### src/rtl/result_demux.sv
// result_demux: routes datapath result words to a register-path port (A) or an address-path port (B)
// Each port has a one-word holding slot that can drain and reload in the same cycle.
// Ports:
//   clk, rst_n (async, active low)
//   in_data[18:0], in_sel (1=A, 0=B), in_valid, in_ready
//   outA_data[18:0], outA_valid, outA_ready
//   outB_data[13:0], outB_ovf (upper five bits were non-zero), outB_valid, outB_ready
//   ovf_cnt[7:0]: saturating count of overflowed port-B transfers
// Optional feature macro: RESULT_DEMUX_OVF_CNT_EN enables ovf_cnt (otherwise tied to 0).
module result_demux (
  input  logic        clk,
  input  logic        rst_n,
  input  logic [18:0] in_data,
  input  logic        in_sel,
  input  logic        in_valid,
  output logic        in_ready,
  output logic [18:0] outA_data,
  output logic        outA_valid,
  input  logic        outA_ready,
  output logic [13:0] outB_data,
  output logic        outB_ovf,
  output logic        outB_valid,
  input  logic        outB_ready,
  output logic [7:0]  ovf_cnt
);
  logic a_free, b_free, load_a, load_b;
  assign a_free   = !outA_valid || outA_ready;
  assign b_free   = !outB_valid || outB_ready;
  assign in_ready = in_sel ? a_free : b_free;
  assign load_a   = in_valid && in_sel && a_free;
  assign load_b   = in_valid && !in_sel && b_free;
  always_ff @(posedge clk or negedge rst_n) begin
    if (!rst_n) begin
      outA_data  <= '0;
      outA_valid <= 1'b0;
      outB_data  <= '0;
      outB_ovf   <= 1'b0;
      outB_valid <= 1'b0;
    end else begin
      if (load_a) begin
        outA_data  <= in_data;
        outA_valid <= 1'b1;
      end else if (outA_ready) begin
        outA_valid <= 1'b0;
      end
      if (load_b) begin
        outB_data  <= in_data[13:0];
        outB_ovf   <= |in_data[18:14];
        outB_valid <= 1'b1;
      end else if (outB_ready) begin
        outB_valid <= 1'b0;
      end
    end
  end
`ifdef RESULT_DEMUX_OVF_CNT_EN
  always_ff @(posedge clk or negedge rst_n) begin
    if (!rst_n) ovf_cnt <= '0;
    else if (outB_valid && outB_ready && outB_ovf && ovf_cnt != 8'hff) ovf_cnt <= ovf_cnt + 8'd1;
  end
`else
  assign ovf_cnt = '0;
`endif
endmodule

### config.mk
export PLATFORM = sky130hd
export DESIGN_NAME = result_demux
export DESIGN_NICKNAME = d
export VERILOG_FILES = /design/src/rtl/result_demux.sv
export SDC_FILE = /design/constraint.sdc
export NUM_CORES = 1
export LEC_CHECK = 0
export CAP_MARGIN = 15
export CORE_ASPECT_RATIO = 1.5
export CORE_UTILIZATION = 35
export CTS_BUF_LIST = sky130_fd_sc_hd__clkbuf_16
export DETAILED_ROUTE_END_ITERATION = 8
export PLACE_DENSITY = 0.79
export SYNTH_ARGS = -nofsm -noshare
export SYNTH_HDL_FRONTEND = slang
export SYNTH_SLANG_ARGS = --single-unit
export TNS_END_PERCENT = 10
### constraint.sdc
create_clock -name clk -period 1.9 [get_ports clk]
set_clock_uncertainty 0.2 [all_clocks]
set_input_delay 0.38 -clock clk [delete_from_list [all_inputs] [get_ports clk]]
set_output_delay 0.38 -clock clk [all_outputs]
set_load 0.01 [all_outputs]
==> out/results.txt, run 1 <==
overall die width -> 56.56 um
cts bufs inserted -> 5
DR WL/cell -> 15.91 um
leak pwr -> 0.001092 uW
worst hold start -> in_sel
commonest non-fill, non-tap cells in the layout -> 57 x clkdlybuf4s50_1, 36 x dfrtp_1, 21 x mux2_4
initial detailed-routing violation count -> 7
CTS clk-pin slew, worst paths -> 0.05 ns
critical path, cell by cell -> clkdlybuf4s50_1 > and2b_2 > a21oi_1 > buf_2
commonest non-fill, non-tap cell in the layout -> clkdlybuf4s50_1
Pwr Total -> 2569 uW
IO Port Bufs -> 61
cell accounting for the most synthesized area -> dfrtp_1
Fillers -> 339
CP Buf/Inv Count -> 2
Seq/Total Area, Yosys -> 0.5765
Mapped Area -> 0.001563 mm2
vias -> 1009
grt total ovfl -> 0
routed vias/inst -> 4.693
Placed Area -> 0.002242 mm2
Worst Path Required -> 1.32 ns
FF-to-FF path depth -> 5
Hold Path Stages -> 2
Pre-antenna DRT Iters -> 2
Synth Register Bits -> 36
FFs w/ async S/R, synth -> 1.000
Synth cell types -> 18
min cycle time layout -> 1.899 ns
Tot GR Track Use -> 0.1505
maximum root-to-sink buffer count -> 2
final worst setup slack -> 0.001396 ns
Root Driver -> clkbuf_16
number of synthesized flops with an enable pin -> 0
CP endpoint kind -> output port
worst hold endpoint -> outB_valid
Final Hold Vio Count -> 0
fmax -> 0.5267 GHz
Worst setup SP type -> input pin
maximum vdd drop -> 0.0008076 V
Worst path max stage delay -> 0.46 ns
leading register cell type out of synthesis -> dfrtp_1
Worst Path Arrival -> 1.32 ns
FP Rows -> 29
initial antenna violation count -> 0
post-synthesis average cell area -> 16.62 um2
most area-consuming cells after synthesis -> dfrtp_1 58%, mux2_4 19%, mux2_2 10%
Post-Route WL -> 3420 um
gpl congestion -> 0.6429
dpl ws -> -0.4252 ns
H-tree levels -> 2
design area -> 0.002454 mm2
largest net degree at the start of global routing -> 37
worst skew pair latency -> 0.27 ns
Initial Util -> 0.3681
number of global-route vias before repair -> 1113
Tcrit/Tclk final -> 0.9993
DP HPWL -> 2445 um
Die Ht -> 83.84 um
Yosys top cell area share -> 0.5765
die footprint -> 0.004742 mm2
Yosys warning count -> 0
top cell family by delay on the critical path -> buffers and inverters
CTS tree -> yes
Worst Hold Class -> input pin to flip-flop
max cap viols -> 0
status -> completed
reg-to-reg setup timing slack -> 0.16 ns
RSZ-0062 raised after global routing -> yes
Crit Path Class -> input pin to output port
reg2reg end -> outB_data[10]
area grow syn2layout -> 57.01%
CP max FO -> 2
Final Setup Violations -> 0
slowest CP cell -> clkdlybuf4s50_1
IO Count -> 70
pwr dens -> 1047 mW/mm2
DRC -> 0
worst flop-to-flop path startpoint -> outB_valid
nets@finish -> 193
CORE AREA -> 0.004245 mm2
Mapped Cells -> 94
Post-DRT Antenna Nets -> 0
total clock sinks -> 36
first-pass GRT wire length -> 5520 um
share of layout cells above drive strength 1 -> 0.3432
pins over their slew limit -> 0
ANT cells -> 0
worst max path at each step:
| stage | start | end | slack [ns] | depth (start not counted) |
|---|---|---|---|---|
| 3_3_place_gp | outA_ready | in_ready | -0.40 | 4 |
| 4_1_cts | outA_ready | in_ready | -0.007 | 4 |
| 2_1_floorplan | outB_valid | outB_data[10] | 0.28 | 4 |
| 3_5_place_dp | outA_ready | in_ready | -0.43 | 4 |
| 5_1_grt | outA_ready | in_ready | -0.04 | 4 |
| 6_report | outA_ready | in_ready | 0.001 | 4 |
Yosys cell counts, types with 2 or more instances:
| master | n |
|---|---|
| buf_4 | 8 |
| mux2_4 | 20 |
| dfrtp_1 | 36 |
| buf_12 | 2 |
| mux2_2 | 14 |
| nor2_1 | 2 |
per-stage QoR:
| step | utilization | setup TNS (ns) | cells | hold WS (ns) |
|---|---|---|---|---|
| 3_3_place_gp | 0.5281 | -6.895 | 205 | 0.2353 |
| 5_1_grt | 0.5780 | -0.03629 | 215 | 0.2420 |
| 2_1_floorplan | - | 0 | 101 | -0.1156 |
| 3_5_place_dp | 0.5281 | -8.480 | 205 | 0.2442 |
| 4_1_cts | 0.5688 | -0.007073 | 214 | 0.3130 |
| 6_report | 0.5780 | 0 | 215 | 0.2357 |
flip-flops by register name, summed over array words and instances, names as in the netlist:
name / flops
outB_valid: 1
outA_valid: 1
outA_data: 19
outB_data: 14
outB_ovf: 1
per-layer routing:
metal | global-route usage | share of wire | wire, um
met2 | 0.2663 | 0.55 | 1890
met1 | 0.1719 | 0.37 | 1262
met5 | 0 | 0 | 0
met3 | 0.05116 | 0.078 | 267
met4 | 0.03326 | 0 | 0
power breakdown:
group          leakage (uW)  switching [uW]  internal (uW)
registers          0.000421            80.4            901
logic              0.000591             227            449
clock network     0.0000798             297            615
layout make-up:
| class | count | area (um2) | share of cell area |
|---|---|---|---|
| clock inverter | 3 | 42.54 | 0.01734 |
| tap | 46 | 57.56 | 0.02346 |
| sequential | 36 | 900.9 | 0.3672 |
| inverter | 1 | 3.754 | 0.001530 |
| timing repair buffer | 70 | 730.7 | 0.2978 |
| multi-input combinational | 54 | 593.1 | 0.2417 |
| clock buffer | 5 | 125.1 | 0.05099 |
kinds of logic after synthesis:
| family | share of synthesized area |
|---|---|
| AOI/OAI and AO/OA | 0.006399 |
| buffers and inverters | 0.06645 |
| DFF | 0.5765 |
| muxes | 0.2930 |
| other | 0.002400 |
| and+or+nand+nor | 0.05525 |
what timing repair did:
item | CTS | global route
hold buffers | 1 | 0
endpoints found under the setup margin | 1 | 19
resized for setup | 4 | 4
hold endpoints to repair | 36 | 0
gates cloned | 0 | 1
setup buffers | 0 | 0
pin swaps | 1 | 2
No activity file was read; power rests on OpenSTA's default activity.
==> run 2: changes to the inputs <==
--- a/config.mk
+++ b/config.mk
@@ -10,7 +10,8 @@
 export CORE_UTILIZATION = 35
 export CTS_BUF_LIST = sky130_fd_sc_hd__clkbuf_16
 export DETAILED_ROUTE_END_ITERATION = 8
-export PLACE_DENSITY = 0.79
+export PLACE_DENSITY = 0.75
+export SKIP_CTS_REPAIR_TIMING = 1
 export SYNTH_ARGS = -nofsm -noshare
 export SYNTH_HDL_FRONTEND = slang
 export SYNTH_SLANG_ARGS = --single-unit
==> constraint.sdc (replaced) <==
create_clock -name clk -period 1.7 [get_ports clk]
set_clock_uncertainty 0.2 [all_clocks]
set_input_delay 0.34 -clock clk [delete_from_list [all_inputs] [get_ports clk]]
set_output_delay 0.34 -clock clk [all_outputs]
set_load 0.01 [all_outputs]
==> run 2 against run 1 <==
Critical path depth is 1 higher. Hold slack worse by 0.0015 ns. Wire length is 10% higher. Die area stayed put. Global-route usage is 0.51 points higher. Sequential share of layout area is 1.9 points lower. Setup slack better by 0.028 ns. Sequential cell count stayed put. Power is 4.5% higher.
==> out/results.txt, run 2 (synthesis gave the netlist of run 1 again) <==
status -> completed
worst flop-to-flop path startpoint -> outA_valid
Die Ht -> 83.84 um
critical path, cell by cell -> and2b_2 > buf_6 > nor2_8 > clkbuf_16 > mux2_4
Final Hold Vio Count -> 0
ANT cells -> 0
DRC -> 0
Hold Path Stages -> 3
Post-DRT Antenna Nets -> 0
largest net degree at the start of global routing -> 20
Pre-antenna DRT Iters -> 3
initial detailed-routing violation count -> 13
min cycle time layout -> 1.671 ns
routed vias/inst -> 4.662
DP HPWL -> 2616 um
slowest CP cell -> dfrtp_1
Initial Util -> 0.3681
vias -> 1007
overall die width -> 56.56 um
worst hold start -> in_valid
FF-to-FF path depth -> 5
CTS clk-pin slew, worst paths -> 0.05 ns
reg-to-reg setup timing slack -> 0.03 ns
CORE AREA -> 0.004245 mm2
IO Count -> 70
die footprint -> 0.004742 mm2
Worst Path Required -> 1.65 ns
WHS -> 0.2342 ns
share of layout cells above drive strength 1 -> 0.3412
total clock sinks -> 36
Post-Route WL -> 3776 um
reg2reg end -> outA_data[4]
fmax -> 0.5986 GHz
cts bufs inserted -> 5
number of global-route vias before repair -> 1115
Worst Hold Class -> input pin to flip-flop
commonest non-fill, non-tap cells in the layout -> 40 x dlymetal6s2s_1, 36 x dfrtp_1, 29 x mux2_4
Worst path max stage delay -> 0.39 ns
gpl congestion -> 0.6722
dpl ws -> -0.5287 ns
IO Port Bufs -> 61
Largest Register -> outA_data
final core occ -> 0.6092
Root Driver -> clkbuf_16
CTS tree -> yes
Tcrit/Tclk final -> 0.9827
commonest non-fill, non-tap cell in the layout -> dlymetal6s2s_1
pwr dens -> 1038 mW/mm2
maximum root-to-sink buffer count -> 2
Final Setup Violations -> 0
CP max FO -> 5
CP endpoint kind -> flip-flop
Largest regs -> outA_data x19, outB_data x14
worst skew pair latency -> 0.27 ns
maximum vdd drop -> 0.0006938 V
Worst Path Arrival -> 1.62 ns
Crit Path Class -> flip-flop to flip-flop
Tot GR Track Use -> 0.1555
Pwr Total -> 2685 uW
max FFs per register -> 19
first-pass GRT wire length -> 5623 um
FP Rows -> 29
final worst setup slack -> 0.02935 ns
pins over their slew limit -> 0
grt total ovfl -> 0
Worst setup SP type -> flip-flop
DR WL/cell -> 17.48 um
worst hold endpoint -> outB_valid
H-tree levels -> 2
leak pwr -> 0.001479 uW
RSZ-0062 raised after global routing -> yes
nets@finish -> 195
initial antenna violation count -> 0
max cap viols -> 0
area grow syn2layout -> 65.49%
[run 2: power by group]
group          total, uW  internal, uW  switching [uW]
Sequential          1090          1010            87.7
Clock                827           523             304
Combinational        763           491             272
Total               2690          2020             664
[run 2: layer usage]
metal	track usage	up-vias	wire length, um
li1	-	457	-
met1	0.1657	497	1360
met2	0.2909	53	2190
met3	0.04961	0	225
met4	0.03326	0	0
met5	0	-	0
[run 2: how the worst max path moves through the flow]
| stage | depth (start not counted) | to | slack [ns] | start |
|---|---|---|---|---|
| 6_report | 5 | outA_data[4] | 0.03 | outA_valid |
| 5_1_grt | 3 | in_ready | -0.02 | outA_valid |
| 4_1_cts | 4 | in_ready | -0.53 | outA_ready |
| 3_5_place_dp | 4 | in_ready | -0.53 | outA_ready |
| 3_3_place_gp | 4 | in_ready | -0.52 | outA_ready |
| 2_1_floorplan | 4 | outB_data[10] | 0.08 | outB_valid |
[run 2: through the flow]
stage	cells	instance area, um2	setup TNS, ns
floorplan	101	1589	0
global placement	206	2262	-12.77
detailed placement	206	2262	-13.77
CTS	213	2395	-4.880
global route	216	2586	-0.04307
finish	216	2586	0
[run 2: area by class of cell]
type | count | area [um2]
Clock buffer | 5 | 125.1
Inverter | 1 | 3.754
Clock inverter | 2 | 7.507
Timing Repair Buffer | 72 | 864.6
Multi-Input combinational cell | 54 | 626.9
Sequential cell | 36 | 900.9
Fill cell | 315 | 1659
Tap cell | 46 | 57.56
[run 2: critical path: cells and delay by family, from the launching register on]
kind	cells	cell delay (ns)
buffers and inverters	2	0.31
flip-flops	1	0.39
multiplexers	1	0.30
AND/OR/NAND/NOR	2	0.36
